## config.mk

```make
export PLATFORM = sky130hd
export DESIGN_NAME = uart_rx
export DESIGN_NICKNAME = d
export VERILOG_FILES = /design/src/rtl/uart_pkg.sv /design/src/rtl/sync_2ff.sv /design/src/rtl/uart_rx.sv
export SDC_FILE = /design/constraint.sdc
export NUM_CORES = 1
export LEC_CHECK = 0
export BUFFER_PORTS_ARGS = -buffer_cell sky130_fd_sc_hd__buf_2
export CORE_ASPECT_RATIO = 0.9
export CORE_MARGIN = 3
export CORE_UTILIZATION = 31
export DETAILED_ROUTE_END_ITERATION = 7
export PLACE_DENSITY = 0.54
export SYNTH_ARGS = -nofsm -noshare
export SYNTH_HDL_FRONTEND = slang
export SYNTH_SLANG_ARGS = --single-unit
```

## constraint.sdc

```tcl
create_clock -name clk -period 2.54 [get_ports clk]
set_clock_uncertainty 0.1 [all_clocks]
set_input_delay 0.127 -clock clk [delete_from_list [all_inputs] [get_ports clk]]
set_output_delay 0.127 -clock clk [all_outputs]
set_load 0.005 [all_outputs]
```

## src/rtl/uart_pkg.sv

```systemverilog
// Shared UART definitions: receiver state encoding, default bit timing and parity helper.
// Used by uart_rx, uart_tx and the benches.
package uart_pkg;

    localparam int CLKS_PER_BIT_DEFAULT = 87;

    typedef enum logic [2:0] {
        IDLE,
        START,
        DATA,
        PARITY,
        STOP,
        BREAK
    } rx_state_t;

    // Even parity bit for up to 8 data bits (unused upper bits must be zero).
    function automatic logic even_parity(input logic [7:0] data);
        return ^data;
    endfunction

endpackage

```

## src/rtl/sync_2ff.sv

```systemverilog
// Two-flop synchronizer for a single asynchronous input; reset value is a parameter
// so an idle-high serial line does not look like a start edge coming out of reset.
module sync_2ff #(
    parameter logic RST_VAL = 1'b1
) (
    input  logic i_clk,
    input  logic i_rst_n,
    input  logic i_d,
    output logic o_q
);

    logic r_meta;
    logic r_sync;

    always_ff @(posedge i_clk or negedge i_rst_n) begin
        if (!i_rst_n) begin
            r_meta <= RST_VAL;
            r_sync <= RST_VAL;
        end else begin
            r_meta <= i_d;
            r_sync <= r_meta;
        end
    end

    assign o_q = r_sync;

endmodule

```

## src/rtl/uart_rx.sv

```systemverilog
// 8N1 UART receiver with mid-bit sampling and break detection.
// Optional even-parity bit between data and stop when UART_RX_PARITY_EN is defined.
module uart_rx
    import uart_pkg::*;
#(
    parameter int CLKS_PER_BIT = CLKS_PER_BIT_DEFAULT,
    parameter int DATA_BITS    = 8
) (
    input  logic                 clk,
    input  logic                 rst,
    input  logic                 rx_serial,
    output logic [DATA_BITS-1:0] rx_data,
    output logic                 rx_valid,
    output logic                 rx_frame_err,
    output logic                 rx_parity_err,
    output logic                 rx_busy
);

    localparam int CW = $clog2(CLKS_PER_BIT);
    localparam int IW = $clog2(DATA_BITS);
    localparam logic [CW-1:0] CNT_HALF = CW'(CLKS_PER_BIT / 2 - 1);
    localparam logic [CW-1:0] CNT_LAST = CW'(CLKS_PER_BIT - 1);
    localparam logic [IW-1:0] IDX_LAST = IW'(DATA_BITS - 1);

    rx_state_t            r_state,     w_state_nxt;
    logic [CW-1:0]        r_clk_cnt,   w_clk_cnt_nxt;
    logic [IW-1:0]        r_bit_idx,   w_bit_idx_nxt;
    logic [DATA_BITS-1:0] r_shift,     w_shift_nxt;
    logic [DATA_BITS-1:0] r_data,      w_data_nxt;
    logic                 r_valid,     w_valid_nxt;
    logic                 r_frame_err, w_frame_err_nxt;
    logic                 w_rxs;
    logic                 w_cnt_last;
`ifdef UART_RX_PARITY_EN
    logic                 r_par_bad,    w_par_bad_nxt;
    logic                 r_parity_err, w_parity_err_nxt;
`endif

    sync_2ff #(.RST_VAL(1'b1)) u_sync (
        .i_clk   (clk),
        .i_rst_n (rst),
        .i_d     (rx_serial),
        .o_q     (w_rxs)
    );

    assign w_cnt_last = (r_clk_cnt == CNT_LAST);

    always_comb begin
        w_state_nxt     = r_state;
        w_clk_cnt_nxt   = r_clk_cnt;
        w_bit_idx_nxt   = r_bit_idx;
        w_shift_nxt     = r_shift;
        w_data_nxt      = r_data;
        w_valid_nxt     = 1'b0;
        w_frame_err_nxt = 1'b0;
`ifdef UART_RX_PARITY_EN
        w_par_bad_nxt    = r_par_bad;
        w_parity_err_nxt = 1'b0;
`endif
        case (r_state)
            IDLE: begin
                w_clk_cnt_nxt = '0;
                w_bit_idx_nxt = '0;
                if (!w_rxs) w_state_nxt = START;
            end
            START: begin
                if (r_clk_cnt == CNT_HALF) begin
                    w_clk_cnt_nxt = '0;
                    w_state_nxt   = w_rxs ? IDLE : DATA;
                end else begin
                    w_clk_cnt_nxt = r_clk_cnt + 1'b1;
                end
            end
            DATA: begin
                if (w_cnt_last) begin
                    w_clk_cnt_nxt          = '0;
                    w_shift_nxt[r_bit_idx] = w_rxs;
                    if (r_bit_idx == IDX_LAST) begin
                        w_bit_idx_nxt = '0;
`ifdef UART_RX_PARITY_EN
                        w_state_nxt   = PARITY;
`else
                        w_state_nxt   = STOP;
`endif
                    end else begin
                        w_bit_idx_nxt = r_bit_idx + 1'b1;
                    end
                end else begin
                    w_clk_cnt_nxt = r_clk_cnt + 1'b1;
                end
            end
`ifdef UART_RX_PARITY_EN
            PARITY: begin
                if (w_cnt_last) begin
                    w_clk_cnt_nxt = '0;
                    w_par_bad_nxt = (w_rxs != even_parity(8'(r_shift)));
                    w_state_nxt   = STOP;
                end else begin
                    w_clk_cnt_nxt = r_clk_cnt + 1'b1;
                end
            end
`endif
            STOP: begin
                // Sampling at mid-stop and leaving early lets a back-to-back start edge be caught.
                if (w_cnt_last) begin
                    w_clk_cnt_nxt = '0;
`ifdef UART_RX_PARITY_EN
                    w_parity_err_nxt = r_par_bad;
`endif
                    if (w_rxs) begin
                        w_data_nxt  = r_shift;
                        w_valid_nxt = 1'b1;
                        w_state_nxt = IDLE;
                    end else begin
                        w_frame_err_nxt = 1'b1;
                        w_state_nxt     = BREAK;
                    end
                end else begin
                    w_clk_cnt_nxt = r_clk_cnt + 1'b1;
                end
            end
            BREAK: begin
                w_clk_cnt_nxt = '0;
                if (w_rxs) w_state_nxt = IDLE;
            end
            default: w_state_nxt = IDLE;
        endcase
    end

    always_ff @(posedge clk or negedge rst) begin
        if (!rst) begin
            r_state     <= IDLE;
            r_clk_cnt   <= '0;
            r_bit_idx   <= '0;
            r_data      <= '0;
            r_valid     <= 1'b0;
            r_frame_err <= 1'b0;
        end else begin
            r_state     <= w_state_nxt;
            r_clk_cnt   <= w_clk_cnt_nxt;
            r_bit_idx   <= w_bit_idx_nxt;
            r_data      <= w_data_nxt;
            r_valid     <= w_valid_nxt;
            r_frame_err <= w_frame_err_nxt;
        end
    end

    // Shift register contents only matter once a full frame has been sampled.
    always_ff @(posedge clk) begin
        r_shift <= w_shift_nxt;
    end

`ifdef UART_RX_PARITY_EN
    always_ff @(posedge clk or negedge rst) begin
        if (!rst) begin
            r_par_bad    <= 1'b0;
            r_parity_err <= 1'b0;
        end else begin
            r_par_bad    <= w_par_bad_nxt;
            r_parity_err <= w_parity_err_nxt;
        end
    end
    assign rx_parity_err = r_parity_err;
`else
    assign rx_parity_err = 1'b0;
`endif

    assign rx_data      = r_data;
    assign rx_valid     = r_valid;
    assign rx_frame_err = r_frame_err;
    assign rx_busy      = (r_state != IDLE);

endmodule

```

==> results of run 1 <==
path summary, 6_finish.rpt:
| path | cells after the start | slack [ns] | end | start |
|---|---|---|---|---|
| setup / recovery | 6 | 0.36 | r_shift[0] | r_clk_cnt[0] |
| hold / removal | 0 | 0.26 | u_sync.o_q | u_sync.r_meta |
| setup reg to reg | 6 | 0.36 | r_shift[0] | r_clk_cnt[0] |
| hold reg to reg | 0 | 0.26 | u_sync.o_q | u_sync.r_meta |
| max in group asynchronous | 2 | 1.68 | rx_data[6] | rst |
| min in group asynchronous | 2 | 0.27 | r_clk_cnt[5] | rst |
timing repair:
action                                  in CTS  in global routing
hold buffers                                 2                  0
hold endpoints to repair                    24                  0
endpoints found under the setup margin       0                  0
per-layer routing:
layer / up-vias / GRT usage / share of wire
met4: 0 / 0.0338 / 0.011
met5: - / 0 / 0
met1: 536 / 0.130 / 0.47
li1: 539 / - / -
met3: 4 / 0.0441 / 0.050
met2: 22 / 0.174 / 0.47
report_power, final:
part           internal (mW)  leakage (nW)  switching (mW)
Clock                  0.189        0.0439           0.194
Combinational         0.0327         0.389          0.0479
Sequential             0.559         0.408          0.0192
Total                  0.780         0.841           0.261
cell families (layout without fill, tap and decap cells):
family | after synthesis | in the layout | share of synthesized area
and+or+nand+nor | 60 | 60 | 0.219
muxes | 8 | 8 | 0.0570
AOI/OAI and AO/OA | 19 | 19 | 0.0799
xor gates and xnor gates | 5 | 5 | 0.0277
DFF | 33 | 33 | 0.549
adders and majority gates | 4 | 4 | 0.0316
buffers and inverters | 11 | 29 | 0.0332
other | 1 | 1 | 0.00237
cell type report:
class | instances | share of cell area
clock inverter | 3 | 0.00963
clock buffer | 5 | 0.0378
timing repair buffer | 19 | 0.0633
inverter | 2 | 0.00413
sequential | 33 | 0.477
tap | 65 | 0.0447
multi-input combinational | 97 | 0.363
registers in the layout, indices dropped and copies added (netlist names):
register / flops
r_shift: 8
rx_frame_err: 1
r_state: 3
r_clk_cnt: 7
r_bit_idx: 3
rx_data: 8
u_sync.o_q: 1
rx_valid: 1
u_sync.r_meta: 1
stage by stage:
step                area, um2  utilization
floorplan                1580            -
global placement         1710        0.350
detailed placement       1710        0.350
CTS                      1820        0.372
global route             1820        0.372
finish                   1820        0.372
cells in the final DEF (no fill, tap or decap), types with 3 or more instances in the layout:
master / instances
o21ai_0: 8
nor3_1: 3
edfxtp_1: 8
dfrtp_1: 23
mux2_2: 8
nor2_1: 18
nand4_1: 6
and3_1: 3
buf_2: 13
buf_4: 4
nor2b_1: 4
ha_1: 4
nand2_1: 7
a211oi_1: 3
nand3_1: 4
xor2_1: 5
nand2b_1: 6
clkbuf_8: 5
==> qor.json, run 1 <==
{
  "yosys.area.top_type": "dfrtp_1",
  "start_kind": "flip-flop",
  "combined_area_of_the_multi_input_logic_cells_um2": 661,
  "synth.most_common_cell": "dfrtp_1",
  "place_worst_setup_slack_ns": 0.381,
  "totalPowerFinal_mw": 1.04,
  "setup_viol": 0,
  "htree_num_levels": 2,
  "setup-tns-final_ns": 0,
  "critical_path_required_ns": 2.42,
  "number_of_instances_in_the_placed_design": 214,
  "route.detailed.wl_per_inst_um": 12.8,
  "gp_routability_congestion": 0.800,
  "antenna_left": 0,
  "synth_ff_type": "dfrtp_1",
  "synthesis.instances": 141,
  "vias": 1101,
  "worstSkewPairLatency_ns": 0.28,
  "grt_use_total": 0.107,
  "ctsLongestPathBuffers": 2,
  "drt_iter0_drc": 37,
  "die_area_mm2": 0.00600,
  "crit_fanout": 6,
  "postSynthNetCount": 148,
  "final_cells": 224,
  "ir_drop_v": 0.000178,
  "biggest_area_contributors_in_the_synthesized_netlist": "dfrtp_1, edfxtp_1, mux2_2",
  "core_area_mm2": 0.00489,
  "maxCapViolCount": 0,
  "critical-path-slowest-cell": "dfrtp_1",
  "synth.yosys.warnings": 0,
  "leftover_overflow_at_the_end_of_global_routing": 0,
  "buffer_ports.inserted": 13,
  "synth_async_sr_flop_share": 0.758,
  "post_cts_buffers": 0,
  "average_cell_area_after_synthesis_um2": 11.2,
  "io-pin-count": 15,
  "post-synth-top-area-fraction": 0.364,
  "numClockSinks": 33,
  "yosys.cell_types.count": 37,
  "tritoncts_clock_tree": "yes",
  "detailedRoute.firstPassIterationCount": 4,
  "synthTopCellsByCount": "dfrtp_1, nor2_1, edfxtp_1, mux2_2, o21ai_0",
  "post_cts.resized_instances": 0,
  "power.static_leakage_nw": 0.841,
  "fillers": 472,
  "path_clk_slew_ns": 0.07,
  "grt_first_pass_wirelength_um": 4810,
  "drt-vias-per-instance": 4.92,
  "cp_cell_sequence": "inv_1, ha_1, nand4b_4, or2_1, or3_1, nor3_1",
  "hp-class": "reg2reg",
  "die-height_um": 73.8,
  "number_of_global_route_vias_before_repair": 1033,
  "max_stage_delay_ns": 0.43,
  "max_transition_margin": 0.612,
  "wirelength_um": 2870,
  "status": "complete, no violations",
  "category_of_the_worst_setup_path_capture_point": "flip-flop",
  "cts.root.buffer_cell": "clkbuf_8",
  "number_of_antenna_violations_at_the_first_check_in_global_routing": 0,
  "post_layout_min_period_ns": 2.18,
  "path_buf_inv": 1,
  "numCtsBuffers": 5,
  "fmaxAchievable_mhz": 460,
  "start_util": 0.323,
  "power-per-cell-area_mw_per_mm2": 572,
  "worstMarginPinSlew_ns": 0.581,
  "synth_area_mm2": 0.00158,
  "ys_seq_elements": 33,
  "grt_max_degree": 26,
  "flow.area_growth_from_synthesis_pct": 15.0,
  "worst_hold_slack_ns": 0.258,
  "drt_drc_violations_left": 0,
  "layout_setup_ws_ns": 0.364,
  "final-max-slew-violation-count": 0,
  "hpwl_um": 1990,
  "grt_setup_unrepaired": "no",
  "count_of_flip_flops_with_a_built_in_enable_after_synthesis": 8,
  "die-width_um": 81.3,
  "drive_gt1_frac": 0.233,
  "finalCritPeriodShare": 0.857,
  "final_hold_viol_count": 0,
  "rows": 24,
  "layout.nets": 165,
  "worst_ep_arrival_time_ns": 2.05,
  "final-seq-area_um2": 868,
  "synth_sequential_area_ratio": 0.549,
  "antenna-diode-count": 0,
  "cp_top_family": "simple AND/OR/NAND/NOR gates",
  "setup.worst_path.class": "reg2reg"
}
No activity file was read; power rests on OpenSTA's default activity.
==> run 2, diff against run 1 <==
--- a/config.mk
+++ b/config.mk
@@ -9,8 +9,10 @@
 export CORE_ASPECT_RATIO = 0.9
 export CORE_MARGIN = 3
 export CORE_UTILIZATION = 31
+export CTS_CLUSTER_DIAMETER = 30
 export DETAILED_ROUTE_END_ITERATION = 7
 export PLACE_DENSITY = 0.54
 export SYNTH_ARGS = -nofsm -noshare
 export SYNTH_HDL_FRONTEND = slang
+export SYNTH_HIERARCHICAL = 1
 export SYNTH_SLANG_ARGS = --single-unit
==> run 2 against run 1 <==
Effect of this change: first-iteration DRC count is 5.4% higher; critical path type unchanged; critical path depth increased by 1; via count down 1.5%.
==> qor.json, run 2 <==
{
  "status": {"value": "complete, no violations", "change": "unchanged"},
  "category_of_the_worst_setup_path_capture_point": {"value": "flip-flop", "change": "unchanged"},
  "number_of_global_route_vias_before_repair": {"value": 1035, "change": "was 1033"},
  "antenna-diode-count": {"value": 0, "change": "unchanged"},
  "buffer_ports.inserted": {"value": 13, "change": "unchanged"},
  "postSynthNetCount": {"value": 145, "change": "was 148"},
  "max_stage_delay": {"value": 0.42, "unit": "ns", "change": "was 0.43 ns"},
  "wirelength": {"value": 2860, "unit": "um", "change": "was 2870 um"},
  "die-width": {"value": 80.6, "unit": "um", "change": "was 81.3 um"},
  "cts.root.buffer_cell": {"value": "clkbuf_8", "change": "unchanged"},
  "synthesis.instances": {"value": 138, "change": "was 141"},
  "layout.nets": {"value": 162, "change": "was 165"},
  "ys_seq_elements": {"value": 33, "change": "unchanged"},
  "start_kind": {"value": "flip-flop", "change": "unchanged"},
  "detailedRoute.firstPassIterationCount": {"value": 4, "change": "unchanged"},
  "critical_path_required": {"value": 2.61, "unit": "ns", "change": "was 2.42 ns"},
  "post_route_cell_area": {"value": 0.00178, "unit": "mm2", "change": "was 0.00182 mm2"},
  "cts_hold_buffers": {"value": 2, "change": "unchanged"},
  "crit_fanout": {"value": 9, "change": "was 6"},
  "number_of_antenna_violations_at_the_first_check_in_global_routing": {"value": 0, "change": "unchanged"},
  "die-height": {"value": 73.1, "unit": "um", "change": "was 73.8 um"},
  "drt_iter0_drc": {"value": 39, "change": "was 37"},
  "yosys.area.top_type": {"value": "dfrtp_1", "change": "unchanged"},
  "worstSkewPairLatency": {"value": 0.28, "unit": "ns", "change": "about the same"},
  "mostFrequentLayoutCell": {"value": "dfrtp_1", "change": "unchanged"},
  "setup-tns-final": {"value": 0, "unit": "ns", "change": "unchanged"},
  "post_layout_min_period": {"value": 2.14, "unit": "ns", "change": "was 2.18 ns"},
  "grt_first_pass_wirelength": {"value": 4840, "unit": "um", "change": "was 4810 um"},
  "post-synth-top-area-fraction": {"value": 0.371, "change": "was 0.364"},
  "vias": {"value": 1084, "change": "was 1101"},
  "grt_max_degree": {"value": 26, "change": "unchanged"},
  "worst_ep_arrival_time": {"value": 2.21, "unit": "ns", "change": "was 2.05 ns"},
  "io-pin-count": {"value": 15, "change": "unchanged"},
  "synth_ff_type": {"value": "dfrtp_1", "change": "unchanged"},
  "htree_num_levels": {"value": 2, "change": "unchanged"},
  "tritoncts_clock_tree": {"value": "yes", "change": "unchanged"},
  "hp-class": {"value": "reg2reg", "change": "unchanged"},
  "power_frac_comb": {"value": 0.066, "change": "was 0.077"},
  "global_route.peak_usage_layer": {"value": "met2", "change": "unchanged"},
  "antenna_left": {"value": 0, "change": "unchanged"},
  "setup_viol": {"value": 0, "change": "unchanged"},
  "synth_area": {"value": 0.00155, "unit": "mm2", "change": "was 0.00158 mm2"},
  "core_area": {"value": 0.00463, "unit": "mm2", "change": "was 0.00489 mm2"},
  "leftover_overflow_at_the_end_of_global_routing": {"value": 0, "change": "unchanged"},
  "rows": {"value": 23, "change": "was 24"},
  "start_util": {"value": 0.335, "change": "was 0.323"},
  "numCtsBuffers": {"value": 5, "change": "unchanged"},
  "cp_cell_sequence": {"value": "inv_1, ha_1, nand4b_4, or2_1, nor4_4, buf_4, mux2_2", "change": "was inv_1, ha_1, nand4b_4, or2_1, or3_1, nor3_1"},
  "grt_setup_unrepaired": {"value": "no", "change": "unchanged"},
  "final_hold_viol_count": {"value": 0, "change": "unchanged"},
  "worstMarginPinSlew": {"value": 0.590, "unit": "ns", "change": "was 0.581 ns"},
  "grt.met2_usage": {"value": 0.171, "change": "was 0.174"},
  "ir_drop": {"value": 0.000149, "unit": "V", "change": "was 0.000178 V"},
  "drt-vias-per-instance": {"value": 4.97, "change": "was 4.92"},
  "power_switching_share": {"value": 0.250, "change": "was 0.251"},
  "hpwl": {"value": 1980, "unit": "um", "change": "was 1990 um"},
  "post_cts_buffers": {"value": 0, "change": "unchanged"},
  "grt_use_total": {"value": 0.109, "change": "was 0.107"},
  "path_clk_slew": {"value": 0.07, "unit": "ns", "change": "about the same"},
  "setup.worst_path.class": {"value": "reg2reg", "change": "unchanged"},
  "placed_cell_area": {"value": 0.00168, "unit": "mm2", "change": "was 0.00171 mm2"},
  "route.detailed.wl_per_inst": {"value": 13.1, "unit": "um", "change": "was 12.8 um"},
  "synthTopCellsByCount": {"value": "dfrtp_1, nor2_1, edfxtp_1, mux2_2", "change": "was dfrtp_1, nor2_1, edfxtp_1, mux2_2, o21ai_0"},
  "internal_power_component": {"value": 0.776, "unit": "mW", "change": "was 0.780 mW"},
  "final-max-slew-violation-count": {"value": 0, "change": "unchanged"},
  "power-per-cell-area": {"value": 580, "unit": "mW/mm2", "change": "was 572 mW/mm2"},
  "die_area": {"value": 0.00589, "unit": "mm2", "change": "was 0.00600 mm2"},
  "synth.most_common_cell": {"value": "dfrtp_1", "change": "unchanged"},
  "most_frequent_cells_in_the_layout": {"value": "dfrtp_1, nor2_1, buf_2", "change": "unchanged"},
  "critical-path-slowest-cell": {"value": "dfrtp_1", "change": "unchanged"},
  "drt_drc_violations_left": {"value": 0, "change": "unchanged"},
  "count_of_flip_flops_with_a_built_in_enable_after_synthesis": {"value": 8, "change": "unchanged"},
  "clock_power_share": {"value": 0.368, "change": "was 0.367"},
  "fmaxAchievable": {"value": 466, "unit": "MHz", "change": "was 460 MHz"},
  "maxCapViolCount": {"value": 0, "change": "unchanged"},
  "groute.layer.met1.usage": {"value": 0.134, "change": "was 0.130"},
  "pwr-share-seq": {"value": 0.566, "change": "was 0.555"},
  "power_switching": {"value": 0.259, "unit": "mW", "change": "was 0.261 mW"},
  "biggest_area_contributors_in_the_synthesized_netlist": {"value": "dfrtp_1, edfxtp_1, mux2_2", "change": "unchanged"},
  "grtUsageMet3": {"value": 0.0444, "change": "was 0.0441"},
  "max_transition_margin": {"value": 0.607, "change": "was 0.612"},
  "post_cts.resized_instances": {"value": 0, "change": "unchanged"},
  "gp_routability_congestion": {"value": 0.750, "change": "was 0.800"},
  "power.static_leakage": {"value": 0.818, "unit": "nW", "change": "was 0.841 nW"},
  "yosys.cell_types.count": {"value": 34, "change": "was 37"},
  "numClockSinks": {"value": 33, "change": "unchanged"},
  "synth_sequential_area_ratio": {"value": 0.560, "change": "was 0.549"},
  "flow.area_growth_from_synthesis": {"value": 15.0, "unit": "%", "change": "about the same"},
  "average_cell_area_after_synthesis": {"value": 11.2, "unit": "um2", "change": "about the same"},
  "synth.yosys.warnings": {"value": 6, "change": "was 0"},
  "drive_gt1_frac": {"value": 0.224, "change": "was 0.233"},
  "finalCritPeriodShare": {"value": 0.844, "change": "was 0.857"},
  "ctsLongestPathBuffers": {"value": 2, "change": "unchanged"},
  "synth_async_sr_flop_share": {"value": 0.758, "change": "unchanged"}
}
-- run 2: changes by cell type after synthesis, moves of 2 or more --
cell      previous run  this run
nor2b_1              4         2
nand3_1              4         6
clkbuf_1             7         5
a21oi_1              0         2
or3_1                2         0
nand2b_1             6         4
inv_1                2         5
o211ai_1             0         2
-- run 2: worst paths after layout --
check	startpoint	endpoint	slack [ns]	cells after the start
worst min register to register	u_sync/r_meta	u_sync/o_q	0.26	0
worst max register to register	r_clk_cnt[0]	rx_data[3]	0.40	7
worst min-delay path	u_sync/r_meta	u_sync/o_q	0.26	0
worst max-delay path	r_clk_cnt[0]	rx_data[3]	0.40	7
max in group asynchronous	rst	r_state[0]	1.68	2
min in group asynchronous	rst	rx_data[2]	0.28	2
-- run 2: cell families after synthesis --
kind of cell | synth area share
AO/OA/AOI/OAI | 0.0798
XOR/XNOR | 0.0282
adder cells (fa/ha/maj) | 0.0323
buffers and inverters | 0.0323
flip-flops | 0.560
multiplexers | 0.0581
other | 0.00242
AND/OR/NAND/NOR | 0.207
-- run 2: power by group through the flow --
stage	clock [mW]	combinational [mW]	sequential [mW]
after floorplan	0	0.0591	0.582
after global placement	0	0.0666	0.596
after detailed placement	0	0.0676	0.596
after CTS	0.395	0.0707	0.586
after global routing	0.420	0.0782	0.589
final	0.381	0.0685	0.586
-- run 2: layer usage --
| layer | routed length [um] | part of all wire |
|---|---|---|
| met1 | 1370 | 0.48 |
| met4 | 36 | 0.013 |
| met2 | 1290 | 0.45 |
| met3 | 160 | 0.056 |
| met5 | 0 | 0 |
-- run 2: final cells by class --
type                            instances  area [um2]
Multi-Input combinational cell         93         633
Timing Repair Buffer                   17         100
Tap cell                               62        77.6
Sequential cell                        33         868
Clock buffer                            5        68.8
Clock inverter                          3        17.5
Fill cell                             455        2850
Inverter                                5        18.8
-- run 2: worst max-delay path: cells and delay by family, from the launching register on --
family	cells	cell delay, ns
simple gates	3	0.66
fa+ha+maj	1	0.20
flops	1	0.42
mux	1	0.35
buf+inv	2	0.28
-- run 2: stage by stage --
stage          utilization  setup slack (ns)  cells  hold slack, ns  power [mW]
4_1_cts              0.385             0.370    218           0.262        1.05
6_report             0.385             0.396    218           0.259        1.04
5_1_grt              0.385             0.282    218           0.264        1.09
3_3_place_gp         0.362             0.436    208          0.0560       0.662
3_5_place_dp         0.362             0.385    208          0.0698       0.664
2_1_floorplan            -             0.385    138          -0.269       0.641
